`src/rtl/reflet_irq_ctrl_pkg.sv`:
```
// rtl/reflet_irq_ctrl_pkg.sv - shared constants and vector-slot helper for the Reflet interrupt controller
package reflet_irq_ctrl_pkg;

  localparam int         IRQ_MAX_CHANNELS = 16;
  localparam int         IRQ_ID_W         = 4;
  localparam logic [7:0] INST_RETINT      = 8'h0A;

  // Vector slots are one CPU word apart, starting at the channel-0 slot.
  function automatic logic [63:0] vector_slot(input logic [63:0] base,
                                              input logic [IRQ_ID_W-1:0] id,
                                              input int wsize);
    return base + 64'(id) * 64'(wsize / 8);
  endfunction

endpackage

```
`src/rtl/reflet_irq_stack.sv`:
```
// rtl/reflet_irq_stack.sv - return LIFO holding {previous active id, return pc}, one entry per nesting level
module reflet_irq_stack #(
  parameter int WIDTH = 20,
  parameter int DEPTH = 4
) (
  input  logic             clk,
  input  logic             reset,
  input  logic             push,
  input  logic             pop,
  input  logic [WIDTH-1:0] push_data,
  output logic [WIDTH-1:0] top,
  output logic             empty
);

  localparam int PW = $clog2(DEPTH + 1);
  localparam int IW = $clog2(DEPTH);

  logic [WIDTH-1:0] mem_q [DEPTH];
  logic [PW-1:0]    sp_q, sp_d;
  logic [IW-1:0]    wr_idx, top_idx;
  logic             full;

  assign empty   = (sp_q == '0);
  assign full    = (sp_q == PW'(DEPTH));
  assign wr_idx  = sp_q[IW-1:0];
  assign top_idx = IW'(sp_q - PW'(1));
  assign top     = empty ? '0 : mem_q[top_idx];

  always_comb begin
    sp_d = sp_q;
    if (push && !full) begin
      sp_d = sp_q + PW'(1);
    end else if (pop && !empty) begin
      sp_d = sp_q - PW'(1);
    end
  end

  always_ff @(posedge clk or posedge reset) begin
    if (reset) begin
      sp_q <= '0;
    end else begin
      sp_q <= sp_d;
    end
  end

  // Contents need no reset: an empty stack masks whatever is stored.
  always_ff @(posedge clk) begin
    if (push && !full) begin
      mem_q[wr_idx] <= push_data;
    end
  end

endmodule

```
`src/rtl/reflet_irq_ctrl.sv`:
```
// rtl/reflet_irq_ctrl.sv - nesting fixed-priority interrupt controller for the Reflet CPU
module reflet_irq_ctrl
  import reflet_irq_ctrl_pkg::*;
#(
  parameter int          wordsize    = 16,
  parameter int          channels    = 4,
  parameter logic [63:0] vector_base = 64'h0
) (
  input  logic                clk,
  input  logic                reset,
  input  logic                enable,
  input  logic [channels-1:0] irq_in,
  input  logic [channels-1:0] edge_mode,
  input  logic [channels-1:0] int_mask,
  input  logic                cpu_update,
  input  logic                ret_int,
  input  logic [wordsize-1:0] program_counter,
  output logic                interrupt,
  output logic [wordsize-1:0] out_routine,
  output logic [wordsize-1:0] return_pc,
  output logic                ret_ack,
  output logic                spurious_ret,
  output logic                in_interrupt_context,
  output logic [3:0]          active_id
);

  localparam int EW = wordsize + IRQ_ID_W;

  logic [channels-1:0] pending_q, pending_d, irq_prev_q, irq_prev_d;
  logic [IRQ_ID_W-1:0] active_id_q, active_id_d, cand;
  logic                cand_valid, spurious_q, spurious_d, stk_empty;
  logic [EW-1:0]       stk_top;

  assign in_interrupt_context = ~stk_empty;
  assign active_id            = active_id_q;
  assign spurious_ret         = spurious_q;
  assign return_pc            = stk_top[wordsize-1:0];

  // Lowest index wins; while nested only strictly higher priority may preempt.
  always_comb begin
    cand_valid = 1'b0;
    cand       = '0;
    for (int i = channels - 1; i >= 0; i--) begin
      if (pending_q[i] && int_mask[i] && (stk_empty || IRQ_ID_W'(i) < active_id_q)) begin
        cand_valid = 1'b1;
        cand       = IRQ_ID_W'(i);
      end
    end
  end

  assign ret_ack     = enable & cpu_update & ret_int & in_interrupt_context;
  assign interrupt   = enable & cpu_update & cand_valid & ~(ret_int & in_interrupt_context);
  assign out_routine = cand_valid ? wordsize'(vector_slot(vector_base, cand, wordsize)) : '0;

  always_comb begin
    pending_d   = pending_q;
    irq_prev_d  = irq_prev_q;
    active_id_d = active_id_q;
    spurious_d  = enable & cpu_update & ret_int & stk_empty;
    if (enable) begin
      irq_prev_d = irq_in;
      for (int i = 0; i < channels; i++) begin
        // A fresh edge in the take cycle re-arms the channel rather than being lost.
        if (edge_mode[i]) begin
          pending_d[i] = (pending_q[i] & ~(interrupt & (cand == IRQ_ID_W'(i))))
                       | (irq_in[i] & ~irq_prev_q[i]);
        end else begin
          pending_d[i] = irq_in[i];
        end
      end
      if (interrupt) begin
        active_id_d = cand;
      end else if (ret_ack) begin
        active_id_d = stk_top[EW-1:wordsize];
      end
    end
  end

  always_ff @(posedge clk or posedge reset) begin
    if (reset) begin
      pending_q   <= '0;
      irq_prev_q  <= '0;
      active_id_q <= '0;
      spurious_q  <= 1'b0;
    end else begin
      pending_q   <= pending_d;
      irq_prev_q  <= irq_prev_d;
      active_id_q <= active_id_d;
      spurious_q  <= spurious_d;
    end
  end

  reflet_irq_stack #(
    .WIDTH(EW),
    .DEPTH(channels)
  ) u_stack (
    .clk      (clk),
    .reset    (reset),
    .push     (interrupt),
    .pop      (ret_ack),
    .push_data({active_id_q, program_counter}),
    .top      (stk_top),
    .empty    (stk_empty)
  );

endmodule

```
`config.mk`:
```
export PLATFORM = sky130hd
export DESIGN_NAME = reflet_irq_ctrl
export DESIGN_NICKNAME = d
export VERILOG_FILES = /design/src/rtl/reflet_irq_ctrl_pkg.sv /design/src/rtl/reflet_irq_stack.sv /design/src/rtl/reflet_irq_ctrl.sv
export SDC_FILE = /design/constraint.sdc
export NUM_CORES = 1
export LEC_CHECK = 0
export CAP_MARGIN = 20
export CORE_MARGIN = 3
export CORE_UTILIZATION = 25
export CTS_BUF_LIST = sky130_fd_sc_hd__clkbuf_16
export CTS_CLUSTER_DIAMETER = 50
export DETAILED_ROUTE_END_ITERATION = 10
export PLACE_DENSITY = 0.55
export SLEW_MARGIN = 20
export SYNTH_ARGS = -nofsm -noshare
export SYNTH_HDL_FRONTEND = slang
export SYNTH_SLANG_ARGS = --single-unit
```
`constraint.sdc`:
```
create_clock -name clk -period 8.83 [get_ports clk]
set_clock_uncertainty 0.15 [all_clocks]
set_input_delay 2.2075 -clock clk [delete_from_list [all_inputs] [get_ports clk]]
set_output_delay 2.2075 -clock clk [all_outputs]
set_load 0.02 [all_outputs]
```
# Word level (Yosys, flattened, before mapping)
# Memory sizes are Yosys's and may differ from the RTL's.
# Cells that the tools add are included.
[op_classes]
add_sub_neg = 2
magnitude_cmp = 4
n_eq_ne = 4
n_mux = 20
bitwise = 33
n_reduce_logical = 21
[op_table]
columns = ["cell", "n"]
rows = [
  ["$mux W20", 1],
  ["$mux W4", 5],
  ["$and A1 B1 Y1", 19],
  ["$logic_and A1 B1 Y1", 10],
  ["$mux W1", 10],
  ["$not A1 Y1", 10],
  ["$eq A4 B2 Y1 const B", 2],
  ["$lt A1 B4 Y1 const A", 2],
  ["$lt A2 B4 Y1 const A", 2],
  ["$mux W3", 2],
  ["$mux W5", 1],
  ["$eq A4 B1 Y1 const B", 1],
  ["$logic_not A4 Y1", 1],
  ["$logic_or A1 B1 Y1", 4],
  ["$or A1 B1 Y1", 4],
  ["$reduce_bool A2 Y1", 2],
  ["$add A3 B1 Y3 const B", 1],
  ["$eq A3 B3 Y1 const B", 1],
  ["$logic_not A3 Y1", 1],
  ["$sub A3 B1 Y3 const B", 1],
  ["$logic_not A1 Y1", 2],
  ["$mux W2", 1],
  ["$reduce_and A2 Y1", 1],
]
[totals]
ff_bits = 16
mem_bits_rw = 80
output_inout_bits = 40
elab_cells = 90
memories = 1
[memory_table]
columns = ["memory", "depth", "width", "rd", "rd_clocked_by_memory_dff", "write_ports", "line", "text"]
rows = [
  ["u_stack.mem_q", 4, 20, 1, 0, 1, "reflet_irq_stack.sv:18", "logic [WIDTH-1:0] mem_q [DEPTH];"],
]

# Logic depth before layout (Yosys ltp)
# Gate-level depths: netlist of the first run.
[depth]
depth_word = 14
ltp_mapped = 9

# Modules after synthesis
# Synthesis of the first run repeated with hierarchy kept, for this count alone.
[unflattened]
hier_cells = 256
area_unflattened_um2 = 4149.0
[modules_own_cells]
columns = ["mod", "n_inst", "cells_each", "area_each_um2"]
rows = [
  ["reflet_irq_stack", 1, 155, 3288.2],
  ["reflet_irq_ctrl", 1, 101, 860.8],
]

# Worst setup path after synthesis of the first run
# OpenSTA, ideal clock, no wires.
[synth_timing]
path_kind = "input-to-output"
startpoint = "in int_mask[1]"
endpoint = "out interrupt"
arrival_time_ns = 3.001
required_time_ns = 6.472
slack_ns = 3.472
path_stages = 3
n_path_buf = 0
cell_sequence = "a22oi_1 -> a41oi_4 -> o31a_1"
[synth_via]
elab_chain_len = 6
[synth_rtl]
columns = ["item", "line", "text"]
rows = [
  ["start: declaration", "reflet_irq_ctrl.sv:14", "input logic [channels-1:0] int_mask,"],
  ["$logic_and A1 B1 Y1 (2 in series)", "reflet_irq_ctrl.sv:44", "if (pending_q[i] && int_mask[i] && (stk_empty || IRQ_ID_W'(i) < active_id_q)) begin"],
  ["$mux W1 (2 in series)", "reflet_irq_ctrl.sv:44", ""],
  ["$and A1 B1 Y1 (2 in series)", "reflet_irq_ctrl.sv:52", "assign interrupt = enable & cpu_update & cand_valid & ~(ret_int & in_interrupt_context);"],
  ["end: declaration", "reflet_irq_ctrl.sv:18", "output logic interrupt,"],
]
# No other way between the ends.

# Final worst setup path of the first run
[layout_timing]
startpoint = "in enable"
endpoint = "out interrupt"
[layout_via]
elab_chain_len = 3
[layout_rtl]
columns = ["item", "line", "text"]
rows = [
  ["start: declaration", "reflet_irq_ctrl.sv:11", "input logic enable,"],
  ["$and A1 B1 Y1 (3 in series)", "reflet_irq_ctrl.sv:52", ""],
]
# No other way between the ends.

==> impl_metrics.py, run 1 <==
metrics = {
    "status": {
        "status": "complete, no violations",
    },
    "routing": {
        "drc": 0,
        "postRouteAntennaNets": 0,
        "vias": 2284,
        "drt-vias-per-instance": 4.309,
        "met2_length_microns": 4333,
        "wire_per_inst_microns": 16.42,
        "drt-total-wl_microns": 8705,
        "firstDrtPassIters": 4,
        "highest_layer": "met4",
        "drtIter0Drc": 106,
        "met1_length_microns": 3676,
        "dr_wl_met3_microns": 619,
    },
    "timing": {
        "worst_slew_pin_slew_ns": 0.7878,
        "rsz0062_at_grt": "no",
        "min_period_over_period_pct": 76.12,
        "slew_headroom_pct": 47.48,
        "setup_violations": 0,
        "drv_slew": 0,
        "period_needed_ns": 6.721,
        "finalHoldViolCount": 0,
        "fmax_mhz": 148.8,
        "fin_tns_setup_ns": 0,
    },
    "synth": {
        "yosys_warnings": 0,
        "async_flop_share_pct": 16.67,
        "synth_area_sq_mm": 0.004165,
        "ys_seq_area_share_pct": 67.29,
        "synth_edf_count": 80,
        "avgSynthCellArea_sq_um": 17.00,
        "yosys_most_used_dff": "edfxtp_1",
        "synth_seq_cells": 96,
        "syn_inst": 245,
        "synth_cell_types": 44,
    },
    "min_path": {
        "hold_class": "reg -> reg",
        "holdPathStages": 1,
        "min_from": "u_stack.sp_q[2]",
        "hold_end": "u_stack.sp_q[2]",
    },
    "placed_design": {
        "io_buffers": 58,
        "routabilityCongestion": 0.8574,
        "dpl.hpwl_microns": 5727,
    },
    "cts": {
        "cts.repair.resized": 0,
        "path_clk_slew_ns": 0.06,
        "clockBufferDepth": 2,
        "cts_made_buffers": 9,
        "cts_root_buf": "clkbuf_16",
        "cts_hold_buf": 0,
        "htreeDepth": 3,
        "clk_latency_ns": 0.34,
        "cts_tree": "built",
        "clock-sinks": 96,
        "cts_setup_buffers": 0,
    },
    "worst_setup_path": {
        "ff2ff_path_depth": 8,
        "startpoint_type": "primary input",
        "worstPathRequired_ns": 6.47,
        "crit_chain": "clkdlybuf4s50_1 -> nand2_1 -> a21oi_2 -> o31a_1 -> clkdlybuf4s50_1",
        "cp_max_fo": 11,
        "cpMaxStageDelayCell": "clkdlybuf4s50_1",
        "reg2reg_slack_ns": 5.27,
        "cpMostUsedCell": "clkdlybuf4s50_1",
        "crit_arrival_ns": 4.36,
        "path_class": "in -> out",
        "reg2reg_to": "u_stack.mem_q[2][4]",
        "cpPeakStageDelay_ns": 0.68,
        "r2r_start": "u_stack.sp_q[0]",
        "worstSetupEndpointType": "primary output",
    },
    "global_route": {
        "track_usage_pct": 9.952,
        "grt_overflow_total": 0,
        "grt_pass1_wl_microns": 13500,
        "antenna_found_initial": 0,
        "grt_pass1_vias": 2410,
        "grt_max_degree": 30,
    },
    "final_layout": {
        "n_antenna_cell": 0,
        "final_layout_size_suffix_gt1_share_pct": 16.88,
        "nNetsFinal": 347,
        "areaGrowthSynthToFinish_pct": 25.80,
    },
    "floorplanning": {
        "fp.dieW_microns": 135.1,
        "die_area_sq_mm": 0.01825,
        "design.core.area_sq_mm": 0.01612,
        "rows": 46,
        "start_util_pct": 25.85,
        "io_pins": 73,
        "die_y_microns": 135.1,
    },
    "pwr": {
        "finalPower_mw": 1.675,
        "power_density_mw_per_mm2": 319.6,
        "power_switching_mw": 0.5853,
        "power_frac_comb_pct": 42.5,
        "power.leakage_nw": 1.776,
        "pwr-share-clk_pct": 21.3,
        "irDropWorstVdd_mv": 0.1255,
        "intPower_mw": 1.090,
        "p_sw_share_pct": 34.95,
        "seqPwrFrac_pct": 36.2,
    },
    "flow_run": {
        "maxCapViolations": 0,
    },
}
[critical path: cells and delay by family]
family | cells | cell delay [ns]
buffers and inverters | 2 | 1.30
AO/OA/AOI/OAI | 2 | 0.56
AND/OR/NAND/NOR | 1 | 0.30
[stage by stage]
step                      setup slack (ns)  util, %  cells  hold WS [ns]  cell area, sq um
after floorplan                      3.472        -    258        0.3135              4214
after global placement               2.144    30.82    514        0.3300              4966
after detailed placement             2.107    30.82    514        0.3380              4966
after CTS                            2.100    32.50    530        0.3464              5238
after global routing                 1.970    32.52    530        0.3709              5240
final                                2.109    32.52    530        0.3496              5240
[synthesized netlist by cell type (2+ instances only)]
library cell	count	area, sq um
nor3_1	2	10.01
o21ai_0	3	15.01
a21o_1	3	22.52
a21oi_1	8	40.04
nand2_1	19	71.32
ha_1	5	62.56
o211ai_1	4	30.03
dfrtp_1	16	400.4
clkbuf_1	4	15.01
edfxtp_1	80	2402
a32o_1	3	30.03
mux4_2	20	450.4
inv_1	8	30.03
a22o_1	2	17.52
mux2_2	2	22.52
buf_4	14	105.1
and2_1	19	118.9
nor2_1	4	15.01
buf_2	2	10.01
nand3_1	3	15.01
[layout by cell type (no fill, tap or decap), types with 4 or more instances in the layout]
cell,n
a21oi_1,8
and2_1,19
buf_4,4
clkbuf_16,9
clkdlybuf4s50_1,58
conb_1,14
dfrtp_1,15
edfxtp_1,80
ha_1,4
inv_1,9
mux4_2,20
nand2_1,19
o211ai_1,4
[power groups by stage]
stage | combinational (mW) | clock (mW) | sequential, mW
2_1_floorplan | 0.479 | 0 | 0.589
3_3_place_gp | 0.725 | 0 | 0.619
4_1_cts | 0.729 | 0.371 | 0.611
5_1_grt | 0.768 | 0.391 | 0.618
3_5_place_dp | 0.726 | 0 | 0.621
6_report | 0.712 | 0.356 | 0.607
[worst max path at each step]
stage,startpoint,end,slack (ns),cells after the start
2_1_floorplan,int_mask[1],interrupt,3.47,3
3_3_place_gp,enable,interrupt,2.14,5
3_5_place_dp,enable,interrupt,2.11,5
4_1_cts,enable,interrupt,2.10,5
5_1_grt,enable,interrupt,1.97,5
6_report,enable,interrupt,2.11,5
[final cells by class]
type	count	area [sq um]
clock buffers	9	225.2
multi-input cells	132	1254
inverters	8	30.03
fillers	1622	10880
well taps	216	270.3
clock inverters	7	46.29
flip-flops and latches	96	2804
repair buffers	62	610.6
[state kept, by name, indices dropped and copies added, names as in the netlist]
register	count
irq_prev_q	4
pending_q	4
spurious_ret	1
active_id	4
u_stack.mem_q	80
u_stack.sp_q	3
[logic make-up (layout without fill, tap and decap cells)]
family / count (synthesis) / in the layout / synth area share (%)
simple gates: 51 / 51 / 6.699
compound gates: 38 / 38 / 8.442
mux: 22 / 22 / 11.35
buf+inv: 30 / 86 / 4.205
flops: 96 / 96 / 67.29
other cells: 1 / 14 / 0.09003
xor+xnor: 2 / 2 / 0.4206
fa+ha+maj: 5 / 5 / 1.502
[metal layers]
layer  vias up  track usage (%)
met5         -                0
met4         0            2.520
met3         8            4.694
met2        77            16.29
met1      1152            11.92
li1       1047                -
No activity file was read; power rests on OpenSTA's default activity.
==> run 2, diff against run 1 <==
--- a/config.mk
+++ b/config.mk
@@ -11,7 +11,7 @@
 export CTS_BUF_LIST = sky130_fd_sc_hd__clkbuf_16
 export CTS_CLUSTER_DIAMETER = 50
 export DETAILED_ROUTE_END_ITERATION = 10
-export PLACE_DENSITY = 0.55
+export PLACE_DENSITY = 0.56
 export SLEW_MARGIN = 20
 export SYNTH_ARGS = -nofsm -noshare
 export SYNTH_HDL_FRONTEND = slang
==> constraint.sdc (replaced) <==
create_clock -name clk -period 6 [get_ports clk]
set_clock_uncertainty 0.15 [all_clocks]
set_input_delay 1.5 -clock clk [delete_from_list [all_inputs] [get_ports clk]]
set_output_delay 1.5 -clock clk [all_outputs]
set_load 0.02 [all_outputs]
==> impl_metrics.py, run 2 (synthesis results as in run 1) <==
metrics = {
    "cts": {
        "clock-sinks": 96,
        "clockBufferDepth": 2,
        "cts.repair.resized": 0,
        "cts_hold_buf": 0,
        "clk_latency_ns": 0.34,
        "cts_setup_buffers": 0,
        "path_clk_slew_ns": 0.06,
        "htreeDepth": 3,
        "cts_made_buffers": 9,
        "cts_tree": "built",
        "cts_root_buf": "clkbuf_16",
    },
    "worst_setup_path": {
        "reg2reg_slack_ns": 2.71,
        "r2r_start": "u_stack.sp_q[0]",
        "path_class": "in -> out",
        "path_depth": 5,
        "worstPathRequired_ns": 4.35,
        "critical_path.startpoint": "enable",
        "crit_chain": "clkdlybuf4s50_1 -> nand2_1 -> a21oi_2 -> o31a_1 -> clkdlybuf4s50_1",
        "worstSetupEndpointType": "primary output",
        "cpMaxStageDelayCell": "clkdlybuf4s50_1",
        "cpPeakStageDelay_ns": 0.70,
        "path_buf_inv": 2,
        "startpoint_type": "primary input",
        "cp_max_fo": 11,
        "ff2ff_path_depth": 9,
        "crit_arrival_ns": 3.69,
        "critPathTopFamily": "buffers and inverters",
        "reg2reg_to": "u_stack.mem_q[1][8]",
        "cpMostUsedCell": "clkdlybuf4s50_1",
        "crit_path_end": "interrupt",
    },
    "routing": {
        "drt-total-wl_microns": 8544,
        "wire_per_inst_microns": 16.09,
        "drt-vias-per-instance": 4.318,
        "drtIter0Drc": 101,
        "firstDrtPassIters": 5,
        "vias": 2293,
        "drc": 0,
        "postRouteAntennaNets": 0,
    },
    "timing": {
        "finalHoldViolCount": 0,
        "fin_tns_setup_ns": 0,
        "slew_headroom_pct": 51.24,
        "min_period_over_period_pct": 89.00,
        "worst_slew_pin_slew_ns": 0.7305,
        "fmax_mhz": 187.3,
        "rsz0062_at_grt": "no",
        "drv_slew": 0,
        "setup_violations": 0,
        "period_needed_ns": 5.340,
        "setup_ws_ns": 0.6598,
    },
    "global_route": {
        "grt_overflow_total": 0,
        "grt_pass1_vias": 2453,
        "track_usage_pct": 9.813,
        "grt_max_degree": 30,
        "antenna_found_initial": 0,
        "grt_pass1_wl_microns": 13340,
    },
    "floorplanning": {
        "fp.dieW_microns": 135.1,
        "io_pins": 73,
        "design.core.area_sq_mm": 0.01612,
        "start_util_pct": 25.85,
        "rows": 46,
        "die_y_microns": 135.1,
        "die_area_sq_mm": 0.01825,
    },
    "final_layout": {
        "areaGrowthSynthToFinish_pct": 26.07,
        "final_layout_size_suffix_gt1_share_pct": 17.14,
        "n_antenna_cell": 0,
        "regMostFlops": "u_stack.mem_q",
        "layout_common_cells": "edfxtp_1 (80), clkdlybuf4s50_1 (58), mux4_2 (20)",
        "largest_register_ffs": 80,
        "final_common_cell": "edfxtp_1",
        "multiInputGateArea_sq_mm": 0.001251,
        "seqCellArea_sq_mm": 0.002804,
        "nNetsFinal": 349,
        "n_fill_cell": 1581,
    },
    "placed_design": {
        "routabilityCongestion": 0.8614,
        "io_buffers": 58,
        "dpl.hpwl_microns": 5712,
        "dp_slack_ns": 0.6592,
    },
    "pwr": {
        "irDropWorstVdd_mv": 0.2191,
        "finalPower_mw": 2.476,
        "power_density_mw_per_mm2": 471.4,
        "power.leakage_nw": 1.786,
    },
    "min_path": {
        "hold_class": "reg -> reg",
        "holdPathStages": 1,
    },
    "status": {
        "status": "complete, no violations",
    },
    "flow_run": {
        "maxCapViolations": 0,
    },
}
-- run 2: changes by cell type in the layout (fill, tap and decap cells not counted) --
cell / previous run / this run
clkinv_4: 0 / 1
ha_2: 1 / 0
inv_8: 0 / 1
inv_6: 3 / 1
clkinv_1: 1 / 0
ha_1: 4 / 5
buf_4: 4 / 6
-- run 2: worst min-delay path by stage --
stage,from,end
6_report,u_stack.sp_q[2],u_stack.sp_q[2]
5_1_grt,u_stack.sp_q[2],u_stack.sp_q[2]
4_1_cts,u_stack.sp_q[2],u_stack.sp_q[2]
3_5_place_dp,u_stack.sp_q[2],u_stack.sp_q[2]
3_3_place_gp,u_stack.sp_q[2],u_stack.sp_q[2]
2_1_floorplan,u_stack.sp_q[2],u_stack.sp_q[2]
-- run 2: final cells by class --
class                           instances  area share [%]
Clock buffer                            9           4.289
Clock inverter                          6          0.8578
Inverter                                8          0.5718
Timing Repair Buffer                   64           11.91
Sequential cell                        96           53.40
Tap cell                              216           5.147
Multi-Input combinational cell        132           23.83
-- run 2: per-stage QoR --
| stage | utilization (%) | instance area [sq um] | hold WS, ns | std cells |
|---|---|---|---|---|
| after floorplan | - | 4214 | 0.3135 | 258 |
| after global placement | 30.91 | 4981 | 0.3282 | 516 |
| after detailed placement | 30.91 | 4981 | 0.3335 | 516 |
| after CTS | 32.59 | 5251 | 0.3410 | 531 |
| after global routing | 32.59 | 5251 | 0.3699 | 531 |
| final | 32.59 | 5251 | 0.3389 | 531 |
-- run 2: routing by layer --
metal,global-route usage [%],share of wire [%],vias to the layer above
met5,0,0,-
met4,2.800,1.1,0
met3,4.657,8.2,10
met2,16.26,49,96
met1,11.43,42,1134
li1,-,-,1053
-- run 2: worst register-to-register path, stage by stage, from the launching register on --
cell and delay (ns):
dfrtp_2 0.34, buf_4 0.39, inv_1 0.19, ha_1 0.29, nand2b_4 0.35, a41oi_4 0.25
o31ai_4 0.41, nor3_1 0.10, and2_1 0.29, buf_4 0.27
-- run 2: power by group --
group	total (mW)	switching (mW)	internal, mW	leakage [nW]
sequential	0.849	0.0512	0.798	0.916
combinational	1.10	0.571	0.530	0.735
clock	0.526	0.244	0.281	0.135
total	2.48	0.866	1.61	1.79
==> run 3, diff against run 2 <==
--- a/config.mk
+++ b/config.mk
@@ -7,11 +7,11 @@
 export LEC_CHECK = 0
 export CAP_MARGIN = 20
 export CORE_MARGIN = 3
-export CORE_UTILIZATION = 25
+export CORE_UTILIZATION = 35
 export CTS_BUF_LIST = sky130_fd_sc_hd__clkbuf_16
 export CTS_CLUSTER_DIAMETER = 50
 export DETAILED_ROUTE_END_ITERATION = 10
-export PLACE_DENSITY = 0.56
+export PLACE_DENSITY = 0.68
 export SLEW_MARGIN = 20
 export SYNTH_ARGS = -nofsm -noshare
 export SYNTH_HDL_FRONTEND = slang
==> constraint.sdc (replaced) <==
create_clock -name clk -period 5.4 [get_ports clk]
set_clock_uncertainty 0.15 [all_clocks]
set_input_delay 1.35 -clock clk [delete_from_list [all_inputs] [get_ports clk]]
set_output_delay 1.35 -clock clk [all_outputs]
set_load 0.02 [all_outputs]
==> impl_metrics.py, run 3 (synthesis results as in run 1) <==
metrics = {
    "status": {
        "status": "complete, no violations",
    },
    "cts": {
        "cts_setup_buffers": 0,
        "cts_hold_buf": 0,
        "path_clk_slew_ns": 0.06,
        "htreeDepth": 3,
        "clockBufferDepth": 2,
        "cts_made_buffers": 9,
        "clk_latency_ns": 0.33,
        "clock-sinks": 96,
        "cts.repair.resized": 0,
        "cts_tree": "built",
        "cts_root_buf": "clkbuf_16",
    },
    "placed_design": {
        "dp_slack_ns": 0.6497,
        "dp.cells": 445,
        "routabilityCongestion": 0.9357,
        "io_buffers": 58,
        "dpl.hpwl_microns": 5178,
    },
    "timing": {
        "setup_violations": 0,
        "fin_tns_setup_ns": 0,
        "drv_slew": 0,
        "setup_ws_ns": 0.6219,
        "slew_headroom_pct": 34.42,
        "rsz0062_at_grt": "no",
        "period_needed_ns": 4.778,
        "finalHoldViolCount": 0,
        "min_period_over_period_pct": 88.48,
        "worst_slew_pin_slew_ns": 0.9837,
        "fmax_mhz": 209.3,
    },
    "global_route": {
        "grt_max_degree": 30,
        "grt_pass1_wl_microns": 12590,
        "track_usage_pct": 12.55,
        "grt_pass1_vias": 2324,
        "grt_overflow_total": 0,
        "antenna_found_initial": 0,
    },
    "final_layout": {
        "regMostFlops": "u_stack.mem_q",
        "final_common_cell": "edfxtp_1",
        "layout_common_cells": "edfxtp_1 (80), clkdlybuf4s50_1 (58), mux4_2 (20)",
        "n_antenna_cell": 0,
        "final_layout_size_suffix_gt1_share_pct": 17.92,
        "areaGrowthSynthToFinish_pct": 24.60,
        "stdcell_count": 461,
        "nNetsFinal": 351,
        "largest_register_ffs": 80,
    },
    "floorplanning": {
        "design.core.area_sq_mm": 0.01152,
        "rows": 39,
        "die_y_microns": 115.1,
        "fp.dieW_microns": 115.1,
        "die_area_sq_mm": 0.01325,
        "io_pins": 73,
        "start_util_pct": 36.17,
    },
    "min_path": {
        "hold_class": "reg -> reg",
    },
    "pwr": {
        "power_density_mw_per_mm2": 533.2,
        "p_sw_share_pct": 34.78,
        "intPower_mw": 1.805,
        "power.leakage_nw": 1.802,
        "power_frac_comb_pct": 44.3,
        "seqPwrFrac_pct": 34.2,
        "irDropWorstVdd_mv": 0.2359,
        "pwr-share-clk_pct": 21.5,
        "power_switching_mw": 0.9626,
    },
    "routing": {
        "drt-total-wl_microns": 7901,
        "drtIter0Drc": 151,
        "wire_per_inst_microns": 17.14,
        "drt-vias-per-instance": 4.985,
        "vias": 2298,
        "drc": 0,
        "postRouteAntennaNets": 0,
        "firstDrtPassIters": 4,
    },
    "worst_setup_path": {
        "startpoint_type": "primary input",
        "worstPathRequired_ns": 3.90,
        "worstSetupEndpointType": "primary output",
        "cp_max_fo": 11,
        "cpPeakStageDelay_ns": 0.68,
        "crit_arrival_ns": 3.28,
        "crit_chain": "clkdlybuf4s50_1 -> nand2_1 -> a21oi_2 -> o31a_1 -> clkdlybuf4s50_1",
        "cpMaxStageDelayCell": "clkdlybuf4s50_1",
        "path_class": "in -> out",
        "cpMostUsedCell": "clkdlybuf4s50_1",
    },
    "flow_run": {
        "maxCapViolations": 0,
    },
}
-- run 3: cell count changes in the layout (fill, tap and decap cells not counted) --
cell,before,now
buf_4,6,8
dfrtp_1,15,16
dfrtp_2,1,0
inv_1,9,8
inv_6,1,2
inv_8,1,2
-- run 3: cell type report --
class / count / area [sq um]
inverters: 8 / 30.03
repair buffers: 66 / 640.6
fillers: 1020 / 6326
clock inverters: 7 / 61.31
clock buffers: 9 / 225.2
flip-flops and latches: 96 / 2803
multi-input cells: 132 / 1251
well taps: 143 / 178.9
-- run 3: per-layer routing --
| metal | part of all wire [%] | routed length, microns | track usage (%) |
|---|---|---|---|
| met5 | 0 | 0 | 0 |
| met4 | 1.4 | 107 | 3.286 |
| met3 | 5.1 | 406 | 3.000 |
| met2 | 50 | 3929 | 20.02 |
| met1 | 44 | 3457 | 17.41 |
-- run 3: power groups by stage --
| stage | Clock, mW | Sequential [mW] | Combinational [mW] |
|---|---|---|---|
| 2_1_floorplan | 0 | 0.964 | 0.783 |
| 3_3_place_gp | 0 | 0.958 | 1.24 |
| 3_5_place_dp | 0 | 0.961 | 1.24 |
| 4_1_cts | 0.609 | 0.945 | 1.25 |
| 5_1_grt | 0.640 | 0.954 | 1.33 |
| 6_report | 0.594 | 0.946 | 1.23 |
-- run 3: final timing paths --
check / slack, ns / start / depth (start not counted) / endpoint
max: 0.62 / enable / 5 / interrupt
min: 0.36 / irq_prev_q[1] / 1 / irq_prev_q[1]
max reg2reg: 2.70 / u_stack.sp_q[1] / 8 / u_stack.mem_q[1][2]
min reg2reg: 0.36 / irq_prev_q[1] / 1 / irq_prev_q[1]
max in group asynchronous: 3.42 / reset / 2 / u_stack.sp_q[0]
min in group asynchronous: 1.26 / reset / 2 / pending_q[3]
-- run 3: stage by stage --
stage | power (mW) | hold slack, ns | cell area (sq um) | util (%)
detailed placement | 2.204 | 0.3355 | 4903 | 42.58
global placement | 2.194 | 0.3292 | 4903 | 42.58
CTS | 2.803 | 0.3614 | 5190 | 45.07
floorplan | 1.747 | 0.3135 | 4214 | -
global route | 2.920 | 0.3653 | 5190 | 45.07
finish | 2.767 | 0.3599 | 5190 | 45.07
-- run 3: critical path: cells and delay by family --
kind	cells	cell delay, ns
AO/OA/AOI/OAI	2	0.49
buffers and inverters	2	1.29
AND/OR/NAND/NOR	1	0.15
==> patch: new RTL, flow settings as in run 1 <==
Set the parameter `wordsize` to 8 (it was 16).
--- a/src/rtl/reflet_irq_ctrl.sv
+++ b/src/rtl/reflet_irq_ctrl.sv
@@ -3,5 +3,5 @@
   import reflet_irq_ctrl_pkg::*;
 #(
-  parameter int          wordsize    = 16,
+  parameter int          wordsize    = 8,
   parameter int          channels    = 4,
   parameter logic [63:0] vector_base = 64'h0
Ports: changed (resized out_routine, program_counter and return_pc); port bits go from 73 to 49. No check against the original RTL was run, so the function may have changed too.
==> patch against run 1 <==
  * Wire length down 33%
  * Power down 29%
  * Worst setup slack better by 0.086 ns
  * Synthesized area down 31%
  * Final area down 29%
  * Sequential cell count down 32
  * Clock power down 9.3%
  * Via count down 25%
==> patch: results (changes against run 1) <==
cts bufs inserted 9 (unchanged); Post-CTS Setup Repair Bufs 0 (unchanged); Hold Crit Class reg2reg; Placed Area 3450 um2 (-31%); Leakage Power 1.31 nW (-26%); crit path max fanout 15 (+4); GRT Total Usage 0.0969 (-0.00264); Clock transition at path regs 0.05 ns; # diodes 0 (unchanged); max FFs per register 48 (-40%); Reg2Reg Setup Slack 5.15 ns (-0.12 ns); share of layout cells above drive strength 1 0.177 (+0.00816); Critical Path Max Stage Delay 0.82 ns (+0.14 ns); Slew @ Worst Pin 0.895 ns (+0.107 ns); Worst VDD drop 105 uV (-16%); Via-to-Cell Ratio 4.46 (+3.5%); drt wl/cell 15.1 um (-7.8%); Hold Worst Slack 0.336 ns (-0.0141 ns); Synth cell types 46 (+4.5%); Seq/Total Area, Yosys 0.638 (-0.0345); first-pass GRT wire length 9380 um (-31%); drt initial violations 87 (-18%); Fill cells 1074 (-34%); vias in the first global route 1744 (-28%); CTS max path bufs 2 (unchanged); crit path DAT 4.28 ns (-0.08 ns); register name with the most flops u_stack.mem_q; CTS resizes 0 (unchanged); outcome finished clean; Port-buffer cells 42 (-28%); H-tree depth 3 (unchanged); drt first pass iters 5 (+1); top cells by area, synth edfxtp_1, dfrtp_1, mux4_2; ys async rst share 0.250 (+0.0833); nets 268 (-23%); antenna violations before repair 0 (unchanged); CTS root buffer clkbuf_16; Post-DP HPWL 4000 um (-30%); slowest cell on the critical path clkdlybuf4s50_1; number of synthesized flops with an enable pin 48 (-40%); synth cell count leaders edfxtp_1, nand2_1, dfrtp_1; Clock Latency Late Sink 0.32 ns (-0.02 ns); largest net degree at the start of global routing 17 (-43%); yosys warns 0 (unchanged); top cell family by delay on the critical path buffers and inverters; final RePlAce weighted congestion 0.787 (-8.3%)
patch: routing by layer:
metal | wire (um) | GRT usage
met3 | 213 | 0.0260
met1 | 2510 | 0.121
met2 | 2930 | 0.156
met5 | 0 | 0
met4 | 138 | 0.0473
patch: final cells by class:
cell class	count	area, um2	share of cell area
sequential	64	1840	0.494
timing repair buffer	44	435	0.117
inverter	8	32.5	0.00873
tap	140	175	0.0470
multi-input combinational	111	963	0.259
clock buffer	9	225	0.0604
clock inverter	7	52.6	0.0141
patch: final timing paths:
kind	startpoint	end	cells after the start
setup / recovery	enable	interrupt	5
hold / removal	irq_prev_q[1]	irq_prev_q[1]	1
setup reg to reg	u_stack.sp_q[0]	u_stack.mem_q[1][8]	8
hold reg to reg	irq_prev_q[1]	irq_prev_q[1]	1
max in group asynchronous	reset	pending_q[1]	2
min in group asynchronous	reset	irq_prev_q[2]	2
patch: stage by stage:
| stage | std cells | worst slack [ns] | power (mW) |
|---|---|---|---|
| CTS | 383 | 2.21 | 1.21 |
| global placement | 367 | 2.21 | 0.881 |
| finish | 383 | 2.19 | 1.19 |
| detailed placement | 367 | 2.21 | 0.881 |
| global route | 383 | 2.12 | 1.26 |
| floorplan | 194 | 3.32 | 0.710 |
patch: kinds of logic (layout without fill, tap and decap cells):
group	after synthesis	in the layout	synth area share
DFF	64	64	0.638
and+or+nand+nor	53	53	0.0911
AOI/OAI and AO/OA	28	28	0.0928
buffers and inverters	19	68	0.0360
muxes	17	17	0.113
adders and majority gates	5	5	0.0217
xor gates and xnor gates	2	2	0.00607
other	1	6	0.00130
patch: where the power goes:
part	internal, mW	switching (mW)
sequential	0.367	0.0512
clock	0.192	0.131
combinational	0.222	0.224
total	0.781	0.407
